### config.mk
export PLATFORM = sky130hd
export DESIGN_NAME = sipo_collect_flat
export DESIGN_NICKNAME = d
export VERILOG_FILES = /design/src/rtl/sipo_collect_if.sv /design/src/rtl/sipo_collect.sv /design/src/flat_wrapper.sv
export SDC_FILE = /design/constraint.sdc
export NUM_CORES = 1
export LEC_CHECK = 0
export BUFFER_PORTS_ARGS = -buffer_cell sky130_fd_sc_hd__buf_2
export CORE_MARGIN = 10
export CORE_UTILIZATION = 50
export CTS_CLUSTER_DIAMETER = 50
export DETAILED_ROUTE_END_ITERATION = 10
export PLACE_DENSITY_LB_ADDON = 0.25
export SYNTH_ARGS = -nofsm -noshare
export SYNTH_HDL_FRONTEND = slang
export SYNTH_SLANG_ARGS = --single-unit
### constraint.sdc
create_clock -name clk -period 3.1 [get_ports clk]
set_input_delay 0.31 -clock clk [delete_from_list [all_inputs] [get_ports clk]]
set_output_delay 0.31 -clock clk [all_outputs]
set_load 0.1 [all_outputs]
### src/rtl/sipo_collect_if.sv
// Handshake and data bundle between a serial-adder producer and the SIPO collector.
// The master side drives the serial stream and ack; the slave side presents the word.
interface sipo_collect_if #(
  parameter int WIDTH = 4
);
  logic             clear;
  logic             shift;
  logic             d_in;
  logic             c_in;
  logic             ack;
  logic [WIDTH-1:0] d_out;
  logic             c_out;
  logic             valid;
  logic             busy;
  logic             overrun;

  modport master (
    output clear, shift, d_in, c_in, ack,
    input  d_out, c_out, valid, busy, overrun
  );

  modport slave (
    input  clear, shift, d_in, c_in, ack,
    output d_out, c_out, valid, busy, overrun
  );
endinterface

### src/rtl/sipo_collect.sv
// Serial-in parallel-out collector: gathers WIDTH LSB-first bits plus the final
// carry into a word and holds it until the consumer acknowledges it.
module sipo_collect #(
  parameter int WIDTH = 4
) (
  input logic          clk,
  input logic          reset,
  sipo_collect_if.slave bus
);

  localparam int CW = $clog2(WIDTH + 1);
  localparam logic [CW-1:0] LAST_IDX = CW'(WIDTH - 1);

  typedef enum logic [1:0] {
    IDLE    = 2'd0,
    COLLECT = 2'd1,
    FULL    = 2'd2
  } state_t;

  state_t           r_state;
  state_t           w_state_next;
  logic [CW-1:0]    r_count;
  logic [WIDTH-1:0] r_shadow;
  logic [WIDTH-1:0] r_d_out;
  logic             r_c_out;
  logic             r_overrun;

  logic             w_accept;
  logic             w_last;
  logic             w_drop;
  logic [WIDTH-1:0] w_shift_word;

  // New bits enter at the MSB so the first bit ends up in bit 0 after WIDTH shifts.
  generate
    if (WIDTH == 1) begin : g_w1
      assign w_shift_word = bus.d_in;
    end else begin : g_wn
      assign w_shift_word = {bus.d_in, r_shadow[WIDTH-1:1]};
    end
  endgenerate

  assign w_last = w_accept && (r_count == LAST_IDX);

  always_ff @(posedge clk or negedge reset) begin
    if (!reset) begin
      r_state <= IDLE;
    end else begin
      r_state <= w_state_next;
    end
  end

  always_comb begin
    w_state_next = r_state;
    w_accept     = 1'b0;
    w_drop       = 1'b0;
    case (r_state)
      IDLE: begin
        if (bus.shift) begin
          w_accept     = 1'b1;
          w_state_next = (r_count == LAST_IDX) ? FULL : COLLECT;
        end
      end
      COLLECT: begin
        if (bus.shift) begin
          w_accept     = 1'b1;
          w_state_next = (r_count == LAST_IDX) ? FULL : COLLECT;
        end
      end
      FULL: begin
        if (bus.ack) begin
          if (bus.shift) begin
            // Handover: this bit is bit 0 of the next word, nothing is lost.
            w_accept     = 1'b1;
            w_state_next = (r_count == LAST_IDX) ? FULL : COLLECT;
          end else begin
            w_state_next = IDLE;
          end
        end else if (bus.shift) begin
          w_drop = 1'b1;
        end
      end
      default: w_state_next = IDLE;
    endcase
    if (bus.clear) begin
      w_state_next = IDLE;
      w_accept     = 1'b0;
      w_drop       = 1'b0;
    end
  end

  always_ff @(posedge clk or negedge reset) begin
    if (!reset) begin
      r_count   <= '0;
      r_shadow  <= '0;
      r_d_out   <= '0;
      r_c_out   <= 1'b0;
      r_overrun <= 1'b0;
    end else if (bus.clear) begin
      // Abort keeps the last completed word visible on d_out/c_out.
      r_count   <= '0;
      r_shadow  <= '0;
      r_overrun <= 1'b0;
    end else begin
      if (w_accept) begin
        r_shadow <= w_shift_word;
        if (w_last) begin
          r_count <= '0;
          r_d_out <= w_shift_word;
          r_c_out <= bus.c_in;
        end else begin
          r_count <= r_count + CW'(1);
        end
      end
      if (w_drop) begin
        r_overrun <= 1'b1;
      end
    end
  end

  assign bus.d_out   = r_d_out;
  assign bus.c_out   = r_c_out;
  assign bus.valid   = (r_state == FULL);
  assign bus.busy    = (r_state == COLLECT);
  assign bus.overrun = r_overrun;

endmodule
### src/flat_wrapper.sv
// flat-port wrapper written by rule: the top's interface ports become plain ports
module sipo_collect_flat 
#(
  parameter int WIDTH = 4
)
  (clk, reset, bus_clear, bus_shift, bus_d_in, bus_c_in, bus_ack, bus_d_out, bus_c_out, bus_valid, bus_busy, bus_overrun);
  sipo_collect_if #(.WIDTH(WIDTH)) bus_i ();
  input logic clk;
  input logic reset;
  input wire logic [$bits(bus_i.clear)-1:0] bus_clear;
  input wire logic [$bits(bus_i.shift)-1:0] bus_shift;
  input wire logic [$bits(bus_i.d_in)-1:0] bus_d_in;
  input wire logic [$bits(bus_i.c_in)-1:0] bus_c_in;
  input wire logic [$bits(bus_i.ack)-1:0] bus_ack;
  output wire logic [$bits(bus_i.d_out)-1:0] bus_d_out;
  output wire logic [$bits(bus_i.c_out)-1:0] bus_c_out;
  output wire logic [$bits(bus_i.valid)-1:0] bus_valid;
  output wire logic [$bits(bus_i.busy)-1:0] bus_busy;
  output wire logic [$bits(bus_i.overrun)-1:0] bus_overrun;
  assign bus_i.clear = bus_clear;
  assign bus_i.shift = bus_shift;
  assign bus_i.d_in = bus_d_in;
  assign bus_i.c_in = bus_c_in;
  assign bus_i.ack = bus_ack;
  assign bus_d_out = bus_i.d_out;
  assign bus_c_out = bus_i.c_out;
  assign bus_valid = bus_i.valid;
  assign bus_busy = bus_i.busy;
  assign bus_overrun = bus_i.overrun;
  sipo_collect #(.WIDTH(WIDTH)) u_core (.clk(clk), .reset(reset), .bus(bus_i));
endmodule
* After elaboration in Yosys (flattened, before gate mapping)
Cells that the tools add are included.
** Word-level totals
- Bits in registers :: 15
- Logic and storage cells :: 40
- Output and inout bits :: 8
** Cells by class
- Reduce and logical (&&, ||, !) cells :: 7
- Bitwise gates (word level) :: 1
- Equality and inequality tests :: 5
- Muxes and demuxes :: 20
- Add/sub/neg operators :: 1
** Operators with widths (number)
- $mux 2 :: 5
- $mux 3 :: 3
- $mux 1 :: 8
- $mux 4 :: 2
- $pmux 2 s2 :: 1
- $reduce_bool 2->1 :: 2
- $add 3x1->3 const B :: 1
- $eq 3x2->1 const B :: 1
- $ne 3x1->1 const B :: 1
- $ne 3x3->1 const B :: 1
- $reduce_and 3->1 :: 1
- $eq 2x1->1 const B :: 1
- $eq 2x2->1 const B :: 1
- $logic_not 2->1 :: 1
- $pmux 1 s2 :: 1
- $reduce_and 2->1 :: 1
- $reduce_or 2->1 :: 1
- $logic_and 1x1->1 :: 1
- $not 1->1 :: 1

* Longest topological paths before layout
Gate-level depths: netlist of the first run.
- Depth in word-level cells :: 8
- Gate-level depth with buffers :: 4
- Mapped depth without buffers :: 4

* Worst setup path before layout of the first run
OpenSTA, ideal clock, no wires.
- Path type :: reg-to-output
- Start :: register u_core.r_state[1]
- End :: output port bus_busy
- Path slack :: 0.998 ns
- Required time :: 2.790 ns
- Stages on the path, launching flop included :: 2
- Arrival :: 1.792 ns
- Path through :: dfrtp_1 nor2b_1
** On the way
- Cells in the longest elaborated chain, start to end :: 1
** Ends and longest elaborated chain
- from (decl) :: line sipo_collect.sv:20 : state_t r_state;
- from (signal assigned) :: line sipo_collect.sv:48 : r_state <= w_state_next;
- $eq 2x1->1 :: line sipo_collect.sv:123 : assign bus.busy = (r_state == COLLECT);
- to (decl) :: line flat_wrapper.sv:18 : output wire logic [$bits(bus_i.busy)-1:0] bus_busy;
No other way between the ends.

* Worst setup path after layout of the first run
- Start :: register u_core.r_state[0]
- End :: register u_core.r_d_out[0] (netlist: u_core.bus.d_out[0])
** On the way
- Cells in the longest elaborated chain, start to end :: 6
- Elaborated cells between the ends (all ways) :: 8
- Classes of those cells :: eq/ne (2); mux (2); reduce/logical (4)
** Ends and longest elaborated chain
- $eq 2x1->1 / $logic_not 2->1 (equally long branches) :: line sipo_collect.sv:56 : case (r_state)
- $reduce_or 2->1 (no line)
- $pmux 1 s2 * :: line sipo_collect.sv:56
- $mux 1 * :: line sipo_collect.sv:84 : if (bus.clear) begin
- $logic_and 1x1->1 :: line sipo_collect.sv:42 : assign w_last = w_accept && (r_count == LAST_IDX);
- $reduce_and 3->1 (no line) *
- to (signal assigned) :: line sipo_collect.sv:108 : r_d_out <= w_shift_word;
- to (decl) :: line sipo_collect.sv:24 : logic [WIDTH-1:0] r_d_out;
Mark *: on every way between the ends. The rest lies on a longest branch, timed or not.
A chain may end at the register's enable or synchronous reset.

==> impl_metrics.sql, run 1 <==
INSERT INTO impl_metrics (metric_group, metric, value, unit) VALUES
('worst_setup_path', 'critical_path.endpoint_type', 'flop', ''),
('hold_path', 'hold_path.class', 'in -> reg', ''),
('worst_setup_path', 'setup.worst_path.class', 'reg -> reg', ''),
('yosys', 'postSynthRegisterBits', '14', ''),
('place', 'detailedPlacementHpwl', '973', 'µm'),
('power_and_ir_drop', 'finalPower', '0.000455', 'W'),
('layout', 'multi_input_area', '305', 'µm²'),
('yosys', 'post_synth_instance_area', '667', 'µm²'),
('global_routing', 'grt_pass1_wl', '2080', 'µm'),
('power_and_ir_drop', 'static-leakage-power', '0.424', 'nW'),
('drt', 'drtPass1Iterations', '4', ''),
('drt', 'drc', '0', ''),
('cts', 'clk_pin_slew', '0.09', 'ns'),
('worst_setup_path', 'cp.buffers_inverters', '0', ''),
('worst_setup_path', 'arrival', '1.88', 'ns'),
('timing', 'fin_hold_viols', '0', ''),
('timing', 'finalSetupViolCount', '0', ''),
('cts', 'cts_resized', '0', ''),
('global_routing', 'grt_antenna_before_repair', '0', ''),
('worst_setup_path', 'crit_path_top_delay_cell', 'sky130_fd_sc_hd__a2111oi_4', ''),
('layout', 'area.growth.synth_to_final', '20.3', '%'),
('worst_setup_path', 'timing.critical_path.from', 'u_core.r_state[0]', ''),
('place', 'routabilityCongestion', '0.708', ''),
('timing', 'setup_repair_after_global_routing_missed_its_margin', 'false', ''),
('run_status', 'status', 'finished, final reports clean', ''),
('global_routing', 'grt_resource_usage_total', '8.16', '%'),
('cts', 'root_buffer', 'sky130_fd_sc_hd__clkbuf_4', ''),
('job', 'cap_violations', '0', ''),
('global_routing', 'globalRouteMet3Util', '4.49', '%'),
('timing', 'period_needed', '1.70', 'ns'),
('cts', 'clock_buffers_created_by_tritoncts', '3', ''),
('yosys', 'post_synth_num_cell_types', '21', ''),
('worst_setup_path', 'critPathMaxFanout', '6', ''),
('yosys', 'synth_warnings', '0', ''),
('worst_setup_path', 'r2r_slack', '1.40', 'ns'),
('timing', 'final.setup.tns', '0', 'ns'),
('floorplanning', 'num_io_pins', '15', ''),
('timing', 'final.setup.worst_slack', '1.40', 'ns'),
('worst_setup_path', 'reg2reg_depth', '3', ''),
('cts', 'cts_max_level', '1', ''),
('worst_setup_path', 'cp_num_cells', '3', ''),
('drt', 'drt-total-wl', '1280', 'µm'),
('timing', 'max_slew.worst_pin.slew', '0.605', 'ns'),
('layout', 'regArea', '350', 'µm²'),
('cts', 'max-clock-path-buffers', '2', ''),
('yosys', 'syn-mean-instance-area', '12.8', 'µm²'),
('timing', 'final.period_utilization', '55.0', '%'),
('floorplanning', 'chipWidth', '56.5', 'µm'),
('global_routing', 'first_global_vias', '452', ''),
('floorplanning', 'start_util', '51.9', '%'),
('timing', 'worst_clock_skew', '0.00192', 'ns'),
('drt', 'dr.first_iter.drc_count', '10', ''),
('drt', 'avgRoutedWirePerCell', '14.9', 'µm'),
('drt', 'via_count', '465', ''),
('layout', 'fin_nets', '80', ''),
('yosys', 'post_synth_inst_count', '52', ''),
('global_routing', 'grt_overflow', '0', ''),
('cts', 'postCtsSetupBuffers', '0', ''),
('floorplanning', 'chip_height', '56.5', 'µm'),
('worst_setup_path', 'critical_path.reg2reg.endpoint', 'u_core.bus.d_out[0]', ''),
('worst_setup_path', 'rr_startpoint', 'u_core.r_state[0]', ''),
('worst_setup_path', 'worstPathRequired', '3.27', 'ns'),
('worst_setup_path', 'cpPeakStageDelay', '0.63', 'ns'),
('drt', 'route.antenna.remaining_nets', '0', ''),
('yosys', 'postSynth.topFlopCell', 'sky130_fd_sc_hd__dfrtp_1', ''),
('worst_setup_path', 'critical_path.cell_chain', 'nand2b_4, a2111oi_4, mux2_4', ''),
('power_and_ir_drop', 'irDropWorstVdd', '298', 'µV'),
('layout', 'final_layout_size_suffix_gt1_share', '36.6', '%'),
('worst_setup_path', 'path_delay_family', 'compound AO/OA/AOI/OAI gates', ''),
('worst_setup_path', 'worst_setup_path_start_kind', 'flop', ''),
('cts', 'worstSkewPairLatency', '0.28', 'ns');
-- synthesized netlist by cell type (3+ instances only) --
cell	n	share of area (%)
sky130_fd_sc_hd__dfrtp_1	14	53
sky130_fd_sc_hd__inv_1	3	1.7
sky130_fd_sc_hd__mux2_4	5	11
sky130_fd_sc_hd__mux2i_1	5	7.5
sky130_fd_sc_hd__nand2_1	7	3.9
sky130_fd_sc_hd__nor2_1	3	1.7
-- layer usage --
layer	wire length (µm)	part of all wire (%)	vias up
li1	-	-	223
met1	599	47	225
met2	531	41	13
met3	130	10	4
met4	19	1.5	0
met5	0	0	-
-- worst min path at each step --
| stage | startpoint | end | slack [ns] | cells past startpoint |
|---|---|---|---|---|
| finish | bus_clear | u_core.bus.overrun | 0.23 | 2 |
| global route | bus_clear | u_core.bus.overrun | 0.24 | 2 |
| CTS | bus_clear | u_core.bus.overrun | 0.22 | 2 |
| detailed placement | reset | u_core.r_state[0] | 0.22 | 1 |
| global placement | reset | u_core.r_state[0] | 0.22 | 1 |
| floorplan | reset | u_core.bus.c_out | 0.01 | 0 |
-- layout make-up --
type / count / share of cell area [%]
multi-input cells: 35 / 38.1
repair buffers: 15 / 9.98
well taps: 15 / 2.34
clock buffers: 4 / 4.52
inverters: 3 / 1.40
flip-flops and latches: 14 / 43.7
-- kinds of logic (layout without fill, tap and decap cells) --
| kind of cell | after synthesis | count (layout) | synth area share (%) |
|---|---|---|---|
| compound gates | 9 | 9 | 13.3 |
| fa+ha+maj | 1 | 1 | 1.88 |
| buf+inv | 3 | 22 | 1.69 |
| flops | 14 | 14 | 52.5 |
| mux | 10 | 10 | 18.8 |
| simple gates | 15 | 15 | 11.8 |
-- layout by cell type, fill, tap and decap left out, drive strengths merged --
cell / synthesis / layout
nand2: 7 / 7
nor2b: 1 / 1
nand3b: 1 / 1
o21ai: 1 / 1
dfrtp: 14 / 14
mux2: 5 / 5
a21bo: 1 / 1
o221ai: 1 / 1
a21o: 1 / 1
nand2b: 2 / 2
a21oi: 1 / 1
a211oi: 1 / 1
clkbuf: 0 / 4
buf: 0 / 14
o211a: 1 / 1
nor2: 3 / 3
a2111oi: 1 / 1
a21boi: 1 / 1
nor3b: 1 / 1
dlygate4sd3: 0 / 1
inv: 3 / 3
mux2i: 5 / 5
ha: 1 / 1
-- per-stage QoR --
| step | instance area (µm²) | hold slack (ns) | std cells |
|---|---|---|---|
| after floorplan | 667 | 0.0144 | 52 |
| after global placement | 756 | 0.221 | 81 |
| after detailed placement | 756 | 0.222 | 81 |
| after CTS | 802 | 0.219 | 86 |
| after global routing | 802 | 0.236 | 86 |
| final | 802 | 0.225 | 86 |
-- where the power goes --
group          switching, W  total [W]  internal (W)
Clock             0.0000627   0.000134     0.0000715
Combinational     0.0000876   0.000116     0.0000288
Sequential       0.00000887   0.000204      0.000195
-- registers in the layout, summed over array words and instances, names as in the netlist --
register            cells
u_core.bus.d_out        4
u_core.r_shadow         3
u_core.r_count          3
u_core.bus.overrun      1
u_core.r_state          2
u_core.bus.c_out        1
-- timing repair --
| action | in CTS | in global routing |
|---|---|---|
| hold endpoints to repair | 14 | 0 |
| hold buffers | 1 | 0 |
| endpoints found under the setup margin | 0 | 0 |
Note: power is estimated with default switching activity, not from simulation.
==> inputs of run 2 (changes only) <==
--- a/config.mk
+++ b/config.mk
@@ -7,7 +7,7 @@
 export LEC_CHECK = 0
 export BUFFER_PORTS_ARGS = -buffer_cell sky130_fd_sc_hd__buf_2
 export CORE_MARGIN = 10
-export CORE_UTILIZATION = 50
+export CORE_UTILIZATION = 45
 export CTS_CLUSTER_DIAMETER = 50
 export DETAILED_ROUTE_END_ITERATION = 10
 export PLACE_DENSITY_LB_ADDON = 0.25
==> constraint.sdc (replaced) <==
create_clock -name clk -period 1.4 [get_ports clk]
set_input_delay 0.14 -clock clk [delete_from_list [all_inputs] [get_ports clk]]
set_output_delay 0.14 -clock clk [all_outputs]
set_load 0.1 [all_outputs]
==> run 2 against run 1 <==
  * The flow now finishes with violations (negative setup slack)
  * Clock power rose by 57%
  * Hold slack got worse by 0.12 ns
  * Sequential share of layout area fell by 4.2 points
  * Utilization rose by 3.3 points
  * Worst setup slack got worse by 1.4 ns
  * Power rose by 110%
  * Critical path type unchanged
  * Largest power group unchanged
==> impl_metrics.sql, run 2 (same netlist as run 1, synthesis figures left out) <==
INSERT INTO impl_metrics (metric_group, metric, value, unit) VALUES
('worst_setup_path', 'timing.critical_path.from', 'u_core.r_state[0]', ''),
('run_status', 'status', 'complete, but fails checks', ''),
('cts', 'worstSkewPairLatency', '0.27', 'ns'),
('global_routing', 'first_global_vias', '491', ''),
('layout', 'area.growth.synth_to_final', '33.0', '%'),
('layout', 'fin_nets', '88', ''),
('cts', 'clk_pin_slew', '0.07', 'ns'),
('timing', 'period_needed', '1.41', 'ns'),
('layout', 'most-common-layout-cells', 'sky130_fd_sc_hd__dfrtp_1 (14), sky130_fd_sc_hd__buf_2 (12), sky130_fd_sc_hd__nand2_1 (7), sky130_fd_sc_hd__buf_4 (7)', ''),
('timing', 'setup_repair_after_global_routing_missed_its_margin', 'true', ''),
('drt', 'via_count', '471', ''),
('global_routing', 'grt_pass1_wl', '2170', 'µm'),
('layout', 'final-instance-count-excl-fill', '93', ''),
('global_routing', 'pin_count_of_the_biggest_net_entering_global_routing', '15', ''),
('cts', 'postCtsSetupBuffers', '0', ''),
('drt', 'avgRoutedWirePerCell', '13.5', 'µm'),
('drt', 'drt-total-wl', '1260', 'µm'),
('global_routing', 'grt_antenna_before_repair', '0', ''),
('global_routing', 'grt_resource_usage_total', '8.02', '%'),
('cts', 'max-clock-path-buffers', '2', ''),
('timing', 'finalSetupViolCount', '5', ''),
('layout', 'layout.cells.most_common', 'sky130_fd_sc_hd__dfrtp_1', ''),
('place', 'buffer_ports.inserted', '14', ''),
('floorplanning', 'num_io_pins', '15', ''),
('place', 'detailedPlacementHpwl', '1010', 'µm'),
('timing', 'max_slew_violation_total_from_the_final_report', '0', ''),
('layout', 'post-route-cell-area', '887', 'µm²'),
('place', 'detailed_place.area', '851', 'µm²'),
('floorplanning', 'chipWidth', '58.5', 'µm'),
('timing', 'final.period_utilization', '101', '%'),
('drt', 'dr.first_iter.drc_count', '3', ''),
('cts', 'cts_sinks', '14', ''),
('worst_setup_path', 'critPathMaxFanout', '6', ''),
('drt', 'drc', '0', ''),
('layout', 'antenna_cells_inserted', '0', ''),
('place', 'placed_cells_incl_taps', '89', ''),
('drt', 'drtPass1Iterations', '2', ''),
('floorplanning', 'fp.dieArea', '3420', 'µm²'),
('job', 'cap_violations', '0', ''),
('timing', 'max_slew.worst_pin.slew', '0.490', 'ns'),
('run_status', 'violations', 'negative setup slack', ''),
('cts', 'clock_tree_from_tritoncts', 'built', ''),
('power_and_ir_drop', 'power_density', '1070', 'nW/µm²'),
('place', 'routabilityCongestion', '0.764', ''),
('cts', 'root_buffer', 'sky130_fd_sc_hd__clkbuf_4', ''),
('floorplanning', 'start_util', '49.4', '%'),
('timing', 'maxClockFrequency', '709', 'MHz'),
('hold_path', 'hold_path.class', 'in -> reg', ''),
('cts', 'cts_max_level', '1', ''),
('timing', 'final.setup.worst_slack', '-0.0106', 'ns'),
('floorplanning', 'rows', '13', ''),
('worst_setup_path', 'worst_setup_path_start_kind', 'flop', ''),
('timing', 'max_slew_margin', '67.5', '%'),
('power_and_ir_drop', 'irDropWorstVdd', '645', 'µV'),
('global_routing', 'grt_overflow', '0', ''),
('worst_setup_path', 'worstPathRequired', '1.56', 'ns'),
('worst_setup_path', 'setup.worst_path.class', 'reg -> reg', ''),
('timing', 'final.hold.worst_slack', '0.101', 'ns'),
('drt', 'route.antenna.remaining_nets', '0', ''),
('drt', 'number_of_vias_per_cell_after_detailed_routing', '5.06', ''),
('power_and_ir_drop', 'static-leakage-power', '0.464', 'nW'),
('worst_setup_path', 'arrival', '1.57', 'ns'),
('floorplanning', 'chip_height', '58.5', 'µm'),
('worst_setup_path', 'critical_path.endpoint_type', 'flop', ''),
('hold_path', 'startpoint_of_the_tightest_hold_check_path', 'bus_c_in', ''),
('floorplanning', 'fp.coreArea', '1350', 'µm²'),
('timing', 'worst_clock_skew', '0.00132', 'ns'),
('cts', 'clock_buffers_created_by_tritoncts', '3', ''),
('timing', 'fin_hold_viols', '0', ''),
('worst_setup_path', 'rr_startpoint', 'u_core.r_state[0]', ''),
('power_and_ir_drop', 'finalPower', '0.000945', 'W'),
('place', 'place_worst_setup_slack', '-0.0217', 'ns'),
('layout', 'largest_register_ff_count', '4', ''),
('layout', 'final_layout_size_suffix_gt1_share', '44.9', '%');
==> run 2: report_power, final <==
part	leakage [nW]	switching, W	total, W	internal (W)
sequential	0.190	0.0000154	0.000447	0.000432
combinational	0.260	0.000201	0.000288	0.0000867
clock	0.0138	0.000111	0.000210	0.0000994
total	0.464	0.000327	0.000945	0.000618
==> run 2: worst paths after layout <==
path                                            end  slack, ns  depth (start not counted)
worst max register to register  u_core.bus.d_out[1]      -0.01                          4
worst min-delay path               u_core.bus.c_out       0.10                          2
worst min register to register   u_core.bus.overrun       0.51                          2
worst max-delay path            u_core.bus.d_out[1]      -0.01                          4
max in group asynchronous        u_core.r_shadow[1]       0.88                          2
min in group asynchronous        u_core.bus.overrun       0.29                          2
==> run 2: cell type report <==
type | instances | area, µm²
Clock buffer | 3 | 22.5
Fill cell | 107 | 463
Inverter | 3 | 11.3
Multi-Input combinational cell | 35 | 310
Sequential cell | 14 | 350
Tap cell | 15 | 18.8
Timing Repair Buffer | 23 | 174
==> run 2: stage by stage <==
step,TNS (ns),util (%)
floorplan,-0.824,-
global placement,-0.0490,63.0
detailed placement,-0.0909,63.0
CTS,-0.0816,65.7
global route,-0.361,65.7
finish,-0.0354,65.7
==> run 2: what timing repair did <==
item | in CTS | in global routing
gates resized for setup | 1 | 0
hold buffers | 1 | 0
endpoints found under the setup margin | 5 | 6
endpoints found under the hold margin | 14 | 0
pin swaps | 0 | 0
==> run 2: per-layer routing <==
layer	vias to the layer above	global-route usage [%]	part of all wire, %
li1	235	-	-
met1	223	8.80	45
met2	13	12.4	45
met5	-	0	0
met4	0	2.01	0
met3	0	5.36	11
==> run 2: worst max-delay path: stages (launching register included) <==
cell                        delay, ns
sky130_fd_sc_hd__dfrtp_1         0.38
sky130_fd_sc_hd__nand2b_4        0.15
sky130_fd_sc_hd__a2111oi_4       0.29
sky130_fd_sc_hd__buf_6           0.18
sky130_fd_sc_hd__mux2_4          0.30
